`src/rtl/frame_merge.sv`:
```
// Transmit frame merger: arbitrates ARP and UDP payload streams and
// prepends Ethernet / IPv4 / UDP headers. Optional macro: ETH_PAD_EN.
module frame_merge #(
  parameter logic [31:0] LOCAL_IP  = 32'hC0A8_006E,
  parameter logic [47:0] LOCAL_MAC = 48'hABCD_1234_5678,
  parameter logic [7:0]  IP_TTL    = 8'h80
) (
  input  logic        logic_clk,
  input  logic        logic_rst,
  input  logic [7:0]  arp_tdata_in,
  input  logic        arp_tvalid_in,
  output logic        arp_tready_out,
  input  logic        arp_tlast_in,
  input  logic [47:0] arp_da_mac_in,
  input  logic [7:0]  udp_tdata_in,
  input  logic        udp_tvalid_in,
  output logic        udp_tready_out,
  input  logic        udp_tlast_in,
  input  logic [47:0] udp_da_mac_in,
  input  logic [31:0] udp_da_ip_in,
  input  logic [15:0] udp_sport_in,
  input  logic [15:0] udp_dport_in,
  input  logic [15:0] udp_length_in,
  output logic [7:0]  net_tdata_out,
  output logic        net_tvalid_out,
  input  logic        net_tready_in,
  output logic        net_tlast_out
);

  typedef enum logic [2:0] {
    IDLE,
    CHECKSUM,
    ETH_HEAD,
    IP_HEAD,
    UDP_HEAD,
    ARP_DATA,
`ifdef ETH_PAD_EN
    UDP_DATA,
    PAD
`else
    UDP_DATA
`endif
  } state_t;

  state_t      state_q;
  logic        is_arp_q;
  logic [47:0] mac_q;
  logic [31:0] ip_q;
  logic [15:0] sport_q;
  logic [15:0] dport_q;
  logic [15:0] len_q;
  logic [15:0] id_q;
  logic [31:0] sum_q;
  logic [15:0] csum_q;
  logic [4:0]  cnt_q;
  logic [7:0]  tdata_q;
  logic        tvalid_q;
  logic        tlast_q;

  logic        ld;
  logic        in_data;
  logic        src_v;
  logic        src_l;
  logic [7:0]  src_d;
  logic [7:0]  hdr_d;
  logic [15:0] tot_len;
  logic [15:0] udp_len;
  logic [31:0] sum_d;
  logic [16:0] fold1;
  logic [15:0] fold2;
  logic        pad_now;

  logic [13:0][7:0] eth_a;
  logic [19:0][7:0] ip_a;
  logic [7:0][7:0]  udp_a;

  assign ld      = !tvalid_q || net_tready_in;
  assign in_data = (state_q == ARP_DATA) || (state_q == UDP_DATA);

  assign arp_tready_out = (state_q == ARP_DATA) && ld;
  assign udp_tready_out = (state_q == UDP_DATA) && ld;

  assign src_v = (state_q == ARP_DATA) ? arp_tvalid_in : udp_tvalid_in;
  assign src_l = (state_q == ARP_DATA) ? arp_tlast_in  : udp_tlast_in;
  assign src_d = (state_q == ARP_DATA) ? arp_tdata_in  : udp_tdata_in;

  assign tot_len = len_q + 16'd28;
  assign udp_len = len_q + 16'd8;

  assign eth_a = {mac_q, LOCAL_MAC, 8'h08,
                  (is_arp_q ? 8'h06 : 8'h00)};
  assign ip_a  = {8'h45, 8'h00, tot_len, id_q, 16'h4000,
                  IP_TTL, 8'h11, csum_q, LOCAL_IP, ip_q};
  assign udp_a = {sport_q, dport_q, udp_len, 16'h0000};

  assign sum_d = 32'h0000_4500 + {16'h0, tot_len}
               + {16'h0, id_q} + 32'h0000_4000
               + {16'h0, IP_TTL, 8'h11}
               + {16'h0, LOCAL_IP[31:16]} + {16'h0, LOCAL_IP[15:0]}
               + {16'h0, ip_q[31:16]} + {16'h0, ip_q[15:0]};

  // first fold can carry at most once more; second fold cannot overflow
  assign fold1 = {1'b0, sum_q[15:0]} + {1'b0, sum_q[31:16]};
  assign fold2 = fold1[15:0] + {15'h0, fold1[16]};

  // header byte selected by the byte counter, MSB first
  always_comb begin
    hdr_d = 8'h00;
    unique case (state_q)
      ETH_HEAD: hdr_d = eth_a[4'd13 - cnt_q[3:0]];
      IP_HEAD:  hdr_d = ip_a[5'd19 - cnt_q];
      UDP_HEAD: hdr_d = udp_a[3'd7 - cnt_q[2:0]];
      default:  hdr_d = 8'h00;
    endcase
  end

`ifdef ETH_PAD_EN
  logic [10:0] fcnt_q;
  logic        emit;

  assign emit = ld && ((state_q == ETH_HEAD) || (state_q == IP_HEAD) ||
                       (state_q == UDP_HEAD) || (state_q == PAD) ||
                       (in_data && src_v));
  assign pad_now = (fcnt_q < 11'd59);

  // count emitted frame bytes so short frames can be padded to 60
  always_ff @(posedge logic_clk or posedge logic_rst) begin
    if (logic_rst)
      fcnt_q <= '0;
    else if (state_q == IDLE)
      fcnt_q <= '0;
    else if (emit)
      fcnt_q <= fcnt_q + 11'd1;
  end
`else
  assign pad_now = 1'b0;
`endif

  // frame sequencer with registered output stage
  always_ff @(posedge logic_clk or posedge logic_rst) begin
    if (logic_rst) begin
      state_q  <= IDLE;
      is_arp_q <= 1'b0;
      mac_q    <= '0;
      ip_q     <= '0;
      sport_q  <= '0;
      dport_q  <= '0;
      len_q    <= '0;
      id_q     <= '0;
      sum_q    <= '0;
      csum_q   <= '0;
      cnt_q    <= '0;
      tdata_q  <= '0;
      tvalid_q <= 1'b0;
      tlast_q  <= 1'b0;
    end else begin
      unique case (state_q)
        IDLE: begin
          cnt_q <= '0;
          if (ld) begin
            tvalid_q <= 1'b0;
            tlast_q  <= 1'b0;
          end
          if (arp_tvalid_in) begin
            is_arp_q <= 1'b1;
            mac_q    <= arp_da_mac_in;
            state_q  <= ETH_HEAD;
          end else if (udp_tvalid_in) begin
            is_arp_q <= 1'b0;
            mac_q    <= udp_da_mac_in;
            ip_q     <= udp_da_ip_in;
            sport_q  <= udp_sport_in;
            dport_q  <= udp_dport_in;
            len_q    <= udp_length_in;
            state_q  <= CHECKSUM;
          end
        end
        CHECKSUM: begin
          if (ld)
            tvalid_q <= 1'b0;
          if (cnt_q == 5'd0) begin
            sum_q <= sum_d;
            cnt_q <= 5'd1;
          end else begin
            csum_q  <= ~fold2;
            cnt_q   <= '0;
            state_q <= ETH_HEAD;
          end
        end
        ETH_HEAD, IP_HEAD, UDP_HEAD: begin
          if (ld) begin
            tdata_q  <= hdr_d;
            tvalid_q <= 1'b1;
            tlast_q  <= 1'b0;
            cnt_q    <= cnt_q + 5'd1;
            if (state_q == ETH_HEAD && cnt_q == 5'd13) begin
              cnt_q   <= '0;
              state_q <= is_arp_q ? ARP_DATA : IP_HEAD;
            end
            if (state_q == IP_HEAD && cnt_q == 5'd19) begin
              cnt_q   <= '0;
              state_q <= UDP_HEAD;
            end
            if (state_q == UDP_HEAD && cnt_q == 5'd7) begin
              cnt_q   <= '0;
              state_q <= UDP_DATA;
            end
          end
        end
        ARP_DATA, UDP_DATA: begin
          if (ld) begin
            tvalid_q <= src_v;
            if (src_v) begin
              tdata_q <= src_d;
              tlast_q <= src_l && !pad_now;
              if (src_l) begin
`ifdef ETH_PAD_EN
                state_q <= pad_now ? PAD : IDLE;
`else
                state_q <= IDLE;
`endif
                if (state_q == UDP_DATA)
                  id_q <= id_q + 16'd1;
              end
            end
          end
        end
`ifdef ETH_PAD_EN
        PAD: begin
          if (ld) begin
            tdata_q  <= 8'h00;
            tvalid_q <= 1'b1;
            tlast_q  <= !pad_now;
            if (!pad_now)
              state_q <= IDLE;
          end
        end
`endif
        default: state_q <= IDLE;
      endcase
    end
  end

  assign net_tdata_out  = tdata_q;
  assign net_tvalid_out = tvalid_q;
  assign net_tlast_out  = tlast_q;

endmodule

```
`config.mk`:
```
export PLATFORM = sky130hd
export DESIGN_NAME = frame_merge
export DESIGN_NICKNAME = d
export VERILOG_FILES = /design/src/rtl/frame_merge.sv
export SDC_FILE = /design/constraint.sdc
export NUM_CORES = 1
export LEC_CHECK = 0
export CAP_MARGIN = 20
export CORE_MARGIN = 5
export CORE_UTILIZATION = 55
export CTS_BUF_LIST = sky130_fd_sc_hd__clkbuf_8 sky130_fd_sc_hd__clkbuf_16
export DETAILED_ROUTE_END_ITERATION = 16
export GPL_TIMING_DRIVEN = 0
export PLACE_DENSITY = 0.89
export SLEW_MARGIN = 15
export SYNTH_ARGS = -nofsm -noshare
export SYNTH_HDL_FRONTEND = slang
export SYNTH_SLANG_ARGS = --single-unit
```
`constraint.sdc`:
```
create_clock -name logic_clk -period 20.1 [get_ports logic_clk]
set_input_delay 3.015 -clock logic_clk [delete_from_list [all_inputs] [get_ports logic_clk]]
set_output_delay 3.015 -clock logic_clk [all_outputs]
set_load 0.01 [all_outputs]
```
# Yosys cells after proc, flatten, opt, wreduce, memory -nomap -nowiden
# Cells that the tools add are included.
dict set report totals {
  register_bits 211
  latch_bits 0
  mem_bits_rw 0
  romBits 0
  in_bits 199
  out_inout_bits 12
  elab_cells 127
  memories 0
}
dict set report classes {
  addsub 17
  n_mul 0
  n_div 0
  n_lt_le_gt_ge 3
  eq_ne 18
  n_shift 0
  muxes 44
  bitwise_logic 3
  n_reduce_logical 28
}
# operator n
set op_table {}
lappend op_table {{$mux W48} 2}
lappend op_table {{$mux W8} 7}
lappend op_table {{$bmux W8 S5} 1}
lappend op_table {{$mux W3} 12}
lappend op_table {{$bmux W8 S4} 1}
lappend op_table {{$add A23 B16 Y24} 1}
lappend op_table {{$bmux W8 S3} 1}
lappend op_table {{$pmux W8 S3} 1}
lappend op_table {{$add A22 B16 Y23} 1}
lappend op_table {{$add A21 B7 Y22 const B} 1}
lappend op_table {{$add A20 B16 Y21 const B} 1}
lappend op_table {{$add A19 B16 Y20 const B} 1}
lappend op_table {{$mux W5} 4}
lappend op_table {{$add A18 B15 Y19 const B} 1}
lappend op_table {{$add A17 B16 Y18} 1}
lappend op_table {{$add A15 B16 Y17 const A} 1}
lappend op_table {{$add A16 B16 Y17} 1}
lappend op_table {{$add A16 B1 Y16} 1}
lappend op_table {{$add A16 B1 Y16 const B} 1}
lappend op_table {{$add A16 B4 Y16 const B} 1}
lappend op_table {{$add A16 B5 Y16 const B} 1}
lappend op_table {{$not A16 Y16} 1}
lappend op_table {{$pmux W8 S2} 1}
lappend op_table {{$pmux W5 S3} 1}
lappend op_table {{37 further kinds} 68}

# Logic depth before layout (Yosys ltp)
# Gate-level depths: netlist of the first run.
dict set report logic_depth {
  ltp_word 9
  mapped_depth 18
  ltp_nobuf 17
}

# Least setup slack after synthesis of the first run
# Ideal clock, no wire load.
dict set report synth_path {
  path_type {input-to-output}
  startpoint {input port net_tready_in}
  endpoint {output port arp_tready_out}
  arrival_time_ns 3.370
  required_ns 17.085
  slack_ns 13.715
  path_stages 3
  n_path_buf 0
  path_cell_list {nand2b_1 > nand2_1 > nor2_1}
}
dict set report synth_via {
  elab_chain_cells 2
}
# element line
set synth_rtl {}
lappend synth_rtl {{from (decl)} 26} ;# input logic net_tready_in,
lappend synth_rtl {{$logic_or A1 B1 Y1} 77} ;# assign ld = !tvalid_q || net_tready_in;
lappend synth_rtl {{$logic_and A1 B1 Y1} 80} ;# assign arp_tready_out = (state_q == ARP_DATA) && ld;
lappend synth_rtl {{to (decl)} 12} ;# output logic arp_tready_out,
# No other way between the ends.

# Final worst setup path of the first run
dict set report layout_path {
  startpoint {input port net_tready_in}
  endpoint {output port udp_tready_out}
}
dict set report layout_via {
  elab_chain_cells 2
}
# element line
set layout_rtl {}
lappend layout_rtl {{$logic_or A1 B1 Y1} 77}
lappend layout_rtl {{$logic_and A1 B1 Y1} 81} ;# assign udp_tready_out = (state_q == UDP_DATA) && ld;
lappend layout_rtl {{to (decl)} 17} ;# output logic udp_tready_out,
# No other way between the ends.

==> flow_metrics.env, run 1 <==
export IMPL_final_max_slew_violation_count=0
export IMPL_met3_usage_pct=6.67
export IMPL_gpl_final_weighted_congestion=0.988
export IMPL_mappedNetlistArea_sq_mm=0.0134
export IMPL_cts_buffer_depth=2
export IMPL_setup_violations=0
export IMPL_io_buffers=209
export IMPL_total_power_mw=3.42
export IMPL_clock_tree_root_cell="sky130_fd_sc_hd__clkbuf_16"
export IMPL_synth_compound_area_share_pct=14.4
export IMPL_postSynthRegisterBits=198
export IMPL_post_synth_inst_count=1351
export IMPL_layout_drive_gt1_share_pct=12.3
export IMPL_layout_cells_excl_fill=1918
export IMPL_ctsHoldBuffers=0
export IMPL_leak_pwr_nw=7.12
export IMPL_netlist_top_cells_area="sky130_fd_sc_hd__dfrtp_1 37%, sky130_fd_sc_hd__mux2_2 7.4%, sky130_fd_sc_hd__ha_1 5.1%, sky130_fd_sc_hd__fa_1 4.8%, sky130_fd_sc_hd__nand2_1 4.5%"
export IMPL_critPathArrivalTime_ps=4490
export IMPL_path_class="in -> out"
export IMPL_ys_flop_type="sky130_fd_sc_hd__dfrtp_1"
export IMPL_cts_htree_levels=4
export IMPL_worst_setup_path_end_kind="primary output"
export IMPL_synth_area_leader_cell="sky130_fd_sc_hd__dfrtp_1"
export IMPL_detail_route_wl_per_cell_microns=23.0
export IMPL_finalHoldViolations=0
export IMPL_worst_clock_skew_on_the_final_layout_ps=22.9
export IMPL_grt_antenna_before_repair=1
export IMPL_route_final_wire_length_microns=44100
export IMPL_placementRows=57
export IMPL_power_density_mw_per_mm2=208
export IMPL_fillers=1827
export IMPL_cts_buffers_inserted=17
export IMPL_pin_count_of_the_biggest_net_entering_global_routing=116
export IMPL_final_nets=1865
export IMPL_seq_area_frac_synth_pct=37.1
export IMPL_groute_layer_met1_usage_pct=41.9
export IMPL_post_synth_xor_area_fraction_pct=5.12
export IMPL_holdPathEnd="id_q[8]"
export IMPL_drt_iter0_drc=1359
export IMPL_worst_r2r_path_depth=16
export IMPL_flow_area_growth_from_synthesis_pct=23.5
export IMPL_multi_input_gate_area_in_the_final_layout_sq_mm=0.00766
export IMPL_grt_pass1_wl_microns=68300
export IMPL_power_frac_comb_pct=67.8
export IMPL_arithmetic_cell_share_of_the_synthesized_area_counting_full_adders_half_adders_and_majority_gates_pct=10.0
export IMPL_period_needed_ps=7500
export IMPL_cts_reportedPaths_clkPinSlew_ps=70
export IMPL_swShare_pct=50.0
export IMPL_number_of_maximum_capacitance_violations=0
export IMPL_grt_setup_unrepaired="false"
export IMPL_tritoncts_num_sinks=198
export IMPL_clock_power_share_pct=10.6
export IMPL_initial_cell_density_of_the_core_pct=55.4
export IMPL_postPlaceCellArea_sq_mm=0.0159
export IMPL_clock_latency_ps=450
export IMPL_remaining_antenna_violation_count_after_routing=0
export IMPL_die_width_microns=166
export IMPL_fin_ws_ps=12600
export IMPL_synth_lib_cells_used_distinct=86
export IMPL_status="finished, final reports clean"
export IMPL_synth_top_family_by_area="multiplexers"
export IMPL_dpl_cell_count=1885
export IMPL_groute_usage_overall_pct=31.4
export IMPL_reg_to_reg_startpoint="len_q[4]"
export IMPL_number_of_nets_produced_by_synthesis=1636
export IMPL_global_route_overflow_total=0
export IMPL_yosys_area_share_simple_pct=12.2
export IMPL_rr_endpoint="sum_q[14]"
export IMPL_clock_tree_from_tritoncts="yes"
export IMPL_p_switching_mw=1.71
export IMPL_cellInternalPower_mw=1.71
export IMPL_timing_critical_path_from_type="primary input"
export IMPL_pin_count=211
export IMPL_hold_path_startpoint="id_q[8]"
export IMPL_cp_max_fo=3
export IMPL_detail_route_first_pass_iterations=8
export IMPL_number_of_vias_after_detailed_routing=11900
export IMPL_worst_slew_pin_transition_ps=1020
export IMPL_design_area_sq_mm=0.0165
export IMPL_yosysMostFrequentCell="sky130_fd_sc_hd__dfrtp_1"
export IMPL_coreArea_sq_mm=0.0241
export IMPL_peakVddDrop_uv=175
export IMPL_power_sequential_fraction_pct=21.7
export IMPL_regToRegSetupSlack_ps=15500
export IMPL_synth_edff_count=0
export IMPL_slew_headroom_pct=31.3
export IMPL_async_set_reset_flop_share_out_of_synthesis_pct=100
export IMPL_detailedPlace_worstSlack_ps=12600
export IMPL_yosys_mux_area_fraction_pct=15.7
export IMPL_finalCoreUtilization_pct=68.4
export IMPL_drc=0
export IMPL_min_delay_path_class="reg -> reg"
export IMPL_yosysWarningCount=0
export IMPL_fin_tns_setup_ps=0
export IMPL_drt_vias_per_instance=6.20
export IMPL_globalRoute_busiestLayer="met2"
export IMPL_required_ps=17090
export IMPL_postCtsResizedCells=0
export IMPL_fp_dieArea_sq_mm=0.0275
export IMPL_synth_commonest_cells="198 x sky130_fd_sc_hd__dfrtp_1, 161 x sky130_fd_sc_hd__nand2_1, 104 x sky130_fd_sc_hd__o21ai_0, 102 x sky130_fd_sc_hd__inv_1, 88 x sky130_fd_sc_hd__mux2_2"
export IMPL_fin_worst_hold_slack_ps=480
export IMPL_synth_top_area_share_pct=37.1
export IMPL_detailedPlacementHpwl_microns=34700
export IMPL_final_period_utilization_pct=37.3
export IMPL_globalRouteMet2Util_pct=50.1
export IMPL_synth_area_per_cell_sq_um=9.88
export IMPL_grt_pass1_vias=12200
export IMPL_cts_setup_buffers=0
export IMPL_timing_hold_worst_path_depth=1
export IMPL_max_freq_ghz=0.133
export IMPL_chipHeight_microns=166
export IMPL_layout_area_seq_sq_mm=0.00495
==> metal layers <==
layer  vias to the layer above  routed length (microns)
met5                         -                        0
met4                         0                     1910
met1                      5807                    17200
li1                       5244                        -
met3                       140                     4240
met2                       705                    20800
==> cell families (layout without fill, tap and decap cells) <==
| group | after synthesis | in the layout |
|---|---|---|
| multiplexers | 170 | 170 |
| AND/OR/NAND/NOR | 345 | 345 |
| other | 0 | 1 |
| flip-flops | 198 | 198 |
| adder cells (fa/ha/maj) | 88 | 88 |
| AO/OA/AOI/OAI | 291 | 291 |
| XOR/XNOR | 78 | 78 |
| buffers and inverters | 181 | 423 |
==> worst max-delay path: stages <==
cell	delay, ps
sky130_fd_sc_hd__clkdlybuf4s50_1	490
sky130_fd_sc_hd__nand2b_1	180
sky130_fd_sc_hd__nand2_1	90
sky130_fd_sc_hd__nor2_1	150
sky130_fd_sc_hd__clkdlybuf4s50_1	560
==> worst max-delay path by stage <==
stage,start,end,slack (ps),depth (start not counted)
5_1_grt,net_tready_in,arp_tready_out,12480,5
2_1_floorplan,logic_rst,cnt_q[0],11690,1
3_3_place_gp,logic_rst,ip_q[31],9340,2
6_report,net_tready_in,udp_tready_out,12600,5
4_1_cts,net_tready_in,arp_tready_out,12590,5
3_5_place_dp,net_tready_in,arp_tready_out,12600,5
==> cell type report <==
cell class | count | share of cell area, %
well taps | 324 | 2.46
plain buffers | 78 | 2.14
clock buffers | 18 | 2.66
repair buffers | 210 | 12.9
diodes | 1 | 0.0152
inverters | 103 | 2.39
multi-input cells | 972 | 46.4
clock inverters | 14 | 1.02
flip-flops and latches | 198 | 30.0
==> power by group through the flow <==
| stage | Combinational, mW | Clock [mW] | Sequential (mW) |
|---|---|---|---|
| 4_1_cts | 2.26 | 0.362 | 0.733 |
| 6_report | 2.32 | 0.362 | 0.742 |
| 2_1_floorplan | 1.61 | 0 | 0.678 |
| 3_3_place_gp | 2.13 | 0 | 0.722 |
| 3_5_place_dp | 2.23 | 0 | 0.738 |
| 5_1_grt | 2.53 | 0.378 | 0.756 |
==> state kept, by name, summed over array words and instances (netlist names), 16 cells and up <==
register,flops
csum_q,16
len_q,16
sport_q,16
dport_q,16
ip_q,32
mac_q,48
id_q,16
sum_q,19
==> placed cells by master, fill, tap and decap left out, types with 7 or more instances in the layout <==
master / instances
sky130_fd_sc_hd__clkdlybuf4s50_1: 209
sky130_fd_sc_hd__dfrtp_1: 198
sky130_fd_sc_hd__nand2_1: 161
sky130_fd_sc_hd__o21ai_0: 104
sky130_fd_sc_hd__inv_1: 101
sky130_fd_sc_hd__mux2_2: 88
sky130_fd_sc_hd__mux2i_1: 60
sky130_fd_sc_hd__ha_1: 54
sky130_fd_sc_hd__nor2_1: 52
sky130_fd_sc_hd__xnor2_1: 51
sky130_fd_sc_hd__clkbuf_1: 44
sky130_fd_sc_hd__a21oi_1: 40
sky130_fd_sc_hd__nand3_1: 33
sky130_fd_sc_hd__fa_1: 32
sky130_fd_sc_hd__buf_2: 27
sky130_fd_sc_hd__xor2_1: 27
sky130_fd_sc_hd__mux4_2: 21
sky130_fd_sc_hd__nor3_1: 18
sky130_fd_sc_hd__o21ai_1: 17
sky130_fd_sc_hd__clkbuf_16: 17
sky130_fd_sc_hd__a211oi_1: 13
sky130_fd_sc_hd__nand4_1: 13
sky130_fd_sc_hd__nand2b_1: 11
sky130_fd_sc_hd__nor2b_1: 9
sky130_fd_sc_hd__o211ai_1: 9
sky130_fd_sc_hd__a22oi_1: 9
sky130_fd_sc_hd__a21o_1: 8
sky130_fd_sc_hd__a31oi_1: 8
sky130_fd_sc_hd__o31ai_1: 7
sky130_fd_sc_hd__and4_1: 7
Power figures use the tool's default switching activity.
==> inputs of run 2 (changes only) <==
Clock period 20.1 ns to 7.5 ns, I/O delays scaled along.
==> results of run 2 <==
Same layout as run 1 (identical final DEF). Status: finished, final reports clean.
Among the figures that moved: setup slack after placement 12600 ps -> 3060 ps; clock-pin slew on the worst setup and hold paths 70 ps -> 90 ps; setup slack after layout 12600 ps -> 2900 ps; start point of the critical path net_tready_in -> len_q[4]; end point of the critical path udp_tready_out -> sum_q[14]; register-to-register setup slack 15500 ps -> 2900 ps; total power 3.42 mW -> 9.18 mW; worst IR drop on VDD 175 uV -> 470 uV
